===== src/rtl/sample_readout.sv =====
// Drains the sample FIFO after capture and serializes each sample into
// little-endian UART bytes, skipping byte lanes the host has masked off.
module sample_readout #(
    parameter int SAMPLE_WIDTH = 8,
    parameter int COUNT_WIDTH  = 16
) (
    input  logic                    clock,
    input  logic                    reset,
    input  logic                    start,
    input  logic [COUNT_WIDTH-1:0]  sample_count,
    input  logic [3:0]              group_mask,
    input  logic                    fifo_empty,
    input  logic                    fifo_valid,
    input  logic [SAMPLE_WIDTH-1:0] fifo_data,
    output logic                    fifo_rd_en,
    input  logic                    tx_busy,
    output logic                    tx_start,
    output logic [7:0]              tx_byte,
    output logic                    busy,
    output logic                    done,
    output logic                    underrun
);
    // state     | meaning
    // IDLE      | waiting for start
    // FETCH     | request next sample, or flag underrun if FIFO is empty
    // WAIT_DATA | waiting for fifo_valid to capture the sample
    // SELECT    | skip masked lanes; pick next byte or finish the sample
    // SEND      | wait for UART idle, then launch one byte
    // WAIT_ACK  | waiting for UART to report busy
    // WAIT_IDLE | waiting for UART to finish the byte
    // FINISH    | pulse done
    localparam int NUM_BYTES = (SAMPLE_WIDTH + 7) / 8;
    localparam int CAP_W     = NUM_BYTES * 8;
    localparam int IDX_W     = 3;

    typedef enum logic [2:0] {
        IDLE, FETCH, WAIT_DATA, SELECT, SEND, WAIT_ACK, WAIT_IDLE, FINISH
    } state_t;

    state_t                 state_q, state_d;
    logic [COUNT_WIDTH-1:0] rem_q, rem_d;
    logic [3:0]             mask_q, mask_d;
    logic [CAP_W-1:0]       cap_q, cap_d;
    logic [IDX_W-1:0]       idx_q, idx_d;
    logic                   rd_en_q, rd_en_d;
    logic                   tx_start_q, tx_start_d;
    logic [7:0]             tx_byte_q, tx_byte_d;
    logic                   busy_q, busy_d;
    logic                   done_q, done_d;
    logic                   underrun_q, underrun_d;

    logic                   lane_found;
    logic [IDX_W-1:0]       lane_idx;

    // Lowest enabled lane at or above the current byte index.
    always_comb begin
        lane_found = 1'b0;
        lane_idx   = idx_q;
        for (int i = 3; i >= 0; i--) begin
            if (i < NUM_BYTES && i >= int'(idx_q) && !mask_q[i]) begin
                lane_found = 1'b1;
                lane_idx   = IDX_W'(i);
            end
        end
    end

    always_comb begin
        state_d    = state_q;
        rem_d      = rem_q;
        mask_d     = mask_q;
        cap_d      = cap_q;
        idx_d      = idx_q;
        rd_en_d    = 1'b0;
        tx_start_d = 1'b0;
        tx_byte_d  = tx_byte_q;
        busy_d     = busy_q;
        done_d     = 1'b0;
        underrun_d = underrun_q;
        unique case (state_q)
            IDLE: begin
                if (start) begin
                    rem_d      = sample_count;
                    mask_d     = group_mask;
                    underrun_d = 1'b0;
                    busy_d     = 1'b1;
                    state_d    = FETCH;
                end
            end
            FETCH: begin
                if (fifo_empty) begin
                    underrun_d = 1'b1;
                    state_d    = FINISH;
                end else begin
                    rd_en_d = 1'b1;
                    state_d = WAIT_DATA;
                end
            end
            WAIT_DATA: begin
                if (fifo_valid) begin
                    cap_d   = CAP_W'(fifo_data);
                    idx_d   = '0;
                    state_d = SELECT;
                end
            end
            SELECT: begin
                if (lane_found) begin
                    idx_d   = lane_idx;
                    state_d = SEND;
                end else if (rem_q == '0) begin
                    state_d = FINISH;
                end else begin
                    rem_d   = rem_q - COUNT_WIDTH'(1);
                    state_d = FETCH;
                end
            end
            SEND: begin
                if (!tx_busy) begin
                    tx_byte_d  = 8'(cap_q >> {idx_q, 3'b000});
                    tx_start_d = 1'b1;
                    state_d    = WAIT_ACK;
                end
            end
            WAIT_ACK: begin
                if (tx_busy) state_d = WAIT_IDLE;
            end
            WAIT_IDLE: begin
                if (!tx_busy) begin
                    idx_d   = idx_q + IDX_W'(1);
                    state_d = SELECT;
                end
            end
            FINISH: begin
                done_d  = 1'b1;
                busy_d  = 1'b0;
                state_d = IDLE;
            end
            default: state_d = IDLE;
        endcase
    end

    always_ff @(posedge clock) begin
        if (reset) begin
            state_q    <= IDLE;
            rem_q      <= '0;
            mask_q     <= '0;
            cap_q      <= '0;
            idx_q      <= '0;
            rd_en_q    <= 1'b0;
            tx_start_q <= 1'b0;
            tx_byte_q  <= '0;
            busy_q     <= 1'b0;
            done_q     <= 1'b0;
            underrun_q <= 1'b0;
        end else begin
            state_q    <= state_d;
            rem_q      <= rem_d;
            mask_q     <= mask_d;
            cap_q      <= cap_d;
            idx_q      <= idx_d;
            rd_en_q    <= rd_en_d;
            tx_start_q <= tx_start_d;
            tx_byte_q  <= tx_byte_d;
            busy_q     <= busy_d;
            done_q     <= done_d;
            underrun_q <= underrun_d;
        end
    end

    assign fifo_rd_en = rd_en_q;
    assign tx_start   = tx_start_q;
    assign tx_byte    = tx_byte_q;
    assign busy       = busy_q;
    assign done       = done_q;
    assign underrun   = underrun_q;

endmodule


===== config.mk =====
export PLATFORM = sky130hd
export DESIGN_NAME = sample_readout
export DESIGN_NICKNAME = d
export VERILOG_FILES = /design/src/rtl/sample_readout.sv
export SDC_FILE = /design/constraint.sdc
export NUM_CORES = 1
export LEC_CHECK = 0
export ABC_AREA = 1
export CAP_MARGIN = 20
export CORE_ASPECT_RATIO = 1.25
export CORE_UTILIZATION = 52
export CTS_CLUSTER_DIAMETER = 40
export DETAILED_ROUTE_END_ITERATION = 10
export PLACE_DENSITY = 0.78
export SLEW_MARGIN = 5
export SYNTH_ARGS = -nofsm -noshare
export SYNTH_HDL_FRONTEND = slang
export SYNTH_SLANG_ARGS = --single-unit

===== constraint.sdc =====
create_clock -name clock -period 1.64 [get_ports clock]
set_input_delay 0.328 -clock clock [delete_from_list [all_inputs] [get_ports clock]]
set_output_delay 0.328 -clock clock [all_outputs]
set_load 0.01 [all_outputs]

==> impl_results.html <==
<table>
<tr><th>Metric</th><th>Value</th></tr>
<tr><th colspan="2">Clock tree</th></tr>
<tr><td>Buffer type at the clock tree root</td><td>clkbuf_8</td></tr>
<tr><td>Clock sink count</td><td>44</td></tr>
<tr><td>Number of buffers between clock root and the deepest sink</td><td>2</td></tr>
<tr><td>Clock tree from TritonCTS</td><td>built</td></tr>
<tr><td>Setup bufs post-CTS</td><td>0</td></tr>
<tr><td>H-Tree Level Count</td><td>2</td></tr>
<tr><td>Number of CTS-inserted buffers</td><td>5</td></tr>
<tr><td>Clock edge transition at the registers on the reported setup and hold paths</td><td>0.09 ns</td></tr>
<tr><td>Clock latency on the worst-skew pair</td><td>0.31 ns</td></tr>
<tr><th colspan="2">Synth</th></tr>
<tr><td>Distinct cells, synth</td><td>24</td></tr>
<tr><td>Synthesis-stage register bit count</td><td>44</td></tr>
<tr><td>Post-synthesis sequential area ratio</td><td>36.2%</td></tr>
<tr><td>Warning count from the yosys run</td><td>0</td></tr>
<tr><td>Mean Syn Cell Area</td><td>6.09 sq um</td></tr>
<tr><td>Cells after Synth</td><td>400</td></tr>
<tr><td>Share of Yosys cell area claimed by the top area cell type</td><td>36.2%</td></tr>
<tr><td>Netlist area before placement</td><td>2440 sq um</td></tr>
<tr><td>Cells taking the most area after synthesis</td><td>dfxtp_1, nand2_1, nor2_1</td></tr>
<tr><td>Cell taking the most area after synthesis</td><td>dfxtp_1</td></tr>
<tr><td>Net count after synthesis</td><td>438</td></tr>
<tr><th colspan="2">Setup path</th></tr>
<tr><td>Number of buffers and inverters on the critical path</td><td>1</td></tr>
<tr><td>Slowest CP cell</td><td>clkdlybuf4s50_1</td></tr>
<tr><td>Cell family with most CP delay</td><td>buffers and inverters</td></tr>
<tr><td>Category of the worst setup path capture point</td><td>primary output</td></tr>
<tr><td>Required time of the critical path</td><td>1.31 ns</td></tr>
<tr><td>Largest stage delay, worst path</td><td>0.55 ns</td></tr>
<tr><td>Critical path cell sequence</td><td>clkdlybuf4s50_1</td></tr>
<tr><td>Crit-path max FO</td><td>2</td></tr>
<tr><td>Critical path type</td><td>reg -&gt; out</td></tr>
<tr><td>Critical Path AT</td><td>~1.2 ns</td></tr>
<tr><td>Kind of launch point of the worst setup path</td><td>register</td></tr>
<tr><th colspan="2">Timing</th></tr>
<tr><td>Hold slack</td><td>0.470 ns</td></tr>
<tr><td>Final-layout setup total negative slack</td><td>0 ns</td></tr>
<tr><td>Relative max-transition margin</td><td>between 70% and 80%</td></tr>
<tr><td>Highest clock rate</td><td>~0.65 GHz</td></tr>
<tr><td>Slew @ Worst Pin</td><td>between 0.3 and 0.4 ns</td></tr>
<tr><td>Endpoints failing setup</td><td>0</td></tr>
<tr><td>Final min period</td><td>1.55 ns</td></tr>
<tr><td>Largest clock skew in the final design</td><td>around 0.0064 ns</td></tr>
<tr><td>Fin crit share</td><td>between 90% and 100%</td></tr>
<tr><td>Post-layout worst setup margin</td><td>0.0936 ns</td></tr>
<tr><td>Final count of hold timing violations</td><td>0</td></tr>
<tr><td>Setup repair after global routing missed its margin</td><td>no</td></tr>
<tr><td>Max-slew violation count</td><td>0</td></tr>
<tr><th colspan="2">Placement</th></tr>
<tr><td>Number of buffers inserted by port buffering</td><td>43</td></tr>
<tr><td>Half-perimeter wire length of the detailed placement result</td><td>roughly 4200 microns</td></tr>
<tr><td>Pre-CTS worst setup slack</td><td>between 0.005 and 0.006 ns</td></tr>
<tr><td>Final weighted congestion in routability-driven placement</td><td>roughly 0.85</td></tr>
<tr><td># placed instances</td><td>506</td></tr>
<tr><th colspan="2">Drt</th></tr>
<tr><td>Detail-routed via count per cell</td><td>4.91</td></tr>
<tr><td>Number of vias in the routed layout</td><td>2526</td></tr>
<tr><td>WL/cell</td><td>approximately 11 microns</td></tr>
<tr><td>DR pass1 iterations</td><td>4</td></tr>
<tr><td>Detailed-route wire length</td><td>5660 microns</td></tr>
<tr><td>Number of nets with antenna violations after routing</td><td>0</td></tr>
<tr><td>Number of violations reported at the end of detailed-routing iteration 0</td><td>140</td></tr>
<tr><td>Drt drc</td><td>0</td></tr>
<tr><th colspan="2">Layout</th></tr>
<tr><td>Ratio of cells with drive above 1 in the final layout</td><td>7.68%</td></tr>
<tr><td>Area Overhead vs Synth</td><td>28.8%</td></tr>
<tr><td>Filler cells</td><td>between 400 and 500</td></tr>
<tr><td>Post-layout utilization of the core</td><td>70.4%</td></tr>
<tr><td>Final Instance Count excl. Fillers</td><td>about 500</td></tr>
<tr><td>Number of antenna cells inserted</td><td>0</td></tr>
<tr><td>Nets@finish</td><td>493</td></tr>
<tr><th colspan="2">Worst hold path</th></tr>
<tr><td>Type of the most critical hold path</td><td>reg -&gt; reg</td></tr>
<tr><th colspan="2">Floorplanning</th></tr>
<tr><td>Die Ht</td><td>78.5 microns</td></tr>
<tr><td>Die W</td><td>around 63 microns</td></tr>
<tr><td>Total die area</td><td>4960 sq um</td></tr>
<tr><td>Starting density of the core</td><td>54.6%</td></tr>
<tr><td>Core box area</td><td>about 4500 sq um</td></tr>
<tr><td># rows</td><td>27</td></tr>
<tr><td>Count of boundary I/O pins</td><td>47</td></tr>
<tr><th colspan="2">GRT</th></tr>
<tr><td>Antenna violations before repair</td><td>0</td></tr>
<tr><td>Overflow after GRT</td><td>0</td></tr>
<tr><td>Global-route wire length before repair</td><td>10300 microns</td></tr>
<tr><td>Largest net degree at the start of global routing</td><td>26</td></tr>
<tr><td>Via count of the first global-routing pass</td><td>2517</td></tr>
<tr><td>Aggregate global-route resource usage</td><td>25.9%</td></tr>
<tr><th colspan="2">Job</th></tr>
<tr><td>Max capacitance violation total</td><td>0</td></tr>
<tr><th colspan="2">Power and ir drop</th></tr>
<tr><td>Max VDD drop</td><td>0.000976 V</td></tr>
<tr><td>Static Leakage</td><td>between 0.0015 and 0.002 uW</td></tr>
<tr><td>Power density of the placed cells</td><td>1640 nW/um^2</td></tr>
<tr><th colspan="2">Status</th></tr>
<tr><td>Outcome</td><td>completed</td></tr>
</table>
[per-stage QoR]
| step | total power [uW] | cell area [sq um] |
|---|---|---|
| after floorplan | 3530 | 2440 |
| after global placement | 4240 | 3020 |
| after detailed placement | 4290 | 3020 |
| after CTS | 5170 | 3130 |
| after global routing | 5710 | 3140 |
| final | 5160 | 3140 |
[Yosys cell counts]
library cell	n
a21oi_1	16
buf_1	2
buf_2	4
buf_4	2
buf_6	1
clkbuf_1	1
dfxtp_1	44
ha_1	4
inv_1	39
inv_2	2
nand2_1	122
nand2_2	4
nand3_1	45
nand3_2	1
nand4_1	5
nor2_1	80
nor2_2	2
nor2_4	2
nor3_1	2
o21ai_0	17
o21ai_1	2
or2_2	1
xnor2_1	1
xor2_1	1
[state kept, by name (all words and copies together), names as in the netlist]
register	flops
rem_q	16
cap_q	8
tx_byte	8
idx_q	3
state_q	3
busy	1
done	1
fifo_rd_en	1
mask_q	1
tx_start	1
underrun	1
[what timing repair did]
| item | 4_1_cts | 5_1_grt |
|---|---|---|
| hold buffers | 0 | 0 |
| setup endpoints to repair | 0 | 1 |
| gates resized for setup | 0 | 1 |
[final timing paths]
path | startpoint | endpoint | slack, ns | cells after the start
worst max register to register | rem_q[0] | rem_q[2] | 0.15 | 10
worst min-delay path | cap_q[6] | tx_byte[6] | 0.47 | 2
worst max-delay path | tx_byte[0] | tx_byte[0] | 0.09 | 1
worst min register to register | cap_q[6] | tx_byte[6] | 0.47 | 2
[cells in the final DEF, fill, tap and decap left out]
cell type,synthesis,final
nand4_1,5,5
dfxtp_1,44,44
xnor2_1,1,1
inv_6,0,1
o21ai_1,2,2
buf_4,2,12
xor2_1,1,1
buf_12,0,2
buf_6,1,1
o21ai_0,17,17
nand2_1,122,122
or2_2,1,1
nand2_2,4,4
clkbuf_8,0,5
ha_1,4,4
inv_2,2,2
nor2_4,2,2
clkdlybuf4s50_1,0,43
clkinvlp_4,0,1
inv_1,39,39
bufinv_16,0,1
a21oi_1,16,16
nor2_2,2,2
nand3_1,45,45
nor3_1,2,2
nand3_2,1,1
nor2_1,80,80
[logic make-up after synthesis]
family | Yosys count | synth area share (%)
buf+inv | 51 | 8.68
simple gates | 264 | 45.2
fa+ha+maj | 4 | 2.05
compound gates | 35 | 7.19
flops | 44 | 36.2
xor+xnor | 2 | 0.719
[final cells by class]
class                   instances  area (sq um)  area share [%]
clock buffers                   5          68.8            2.19
clock inverters                 3          46.3            1.48
inverters                      41           154            4.90
multi-input cells             305          1340            42.8
flip-flops and latches         44           881            28.1
well taps                      58          72.6            2.31
repair buffers                 58           572            18.2
[report_power, final]
part,total [uW],switching (uW),internal (uW),leakage (uW)
registers,1570,239,1330,0.000360
logic,2720,1660,1060,0.00110
clock network,868,409,459,0.0000548
[per-layer routing]
metal  part of all wire [%]  track usage, %
met2                     52            49.2
met4                    1.5            10.5
met5                      0               0
met1                     43            27.8
met3                    3.2            4.51
(Power assumes the default switching activity.)
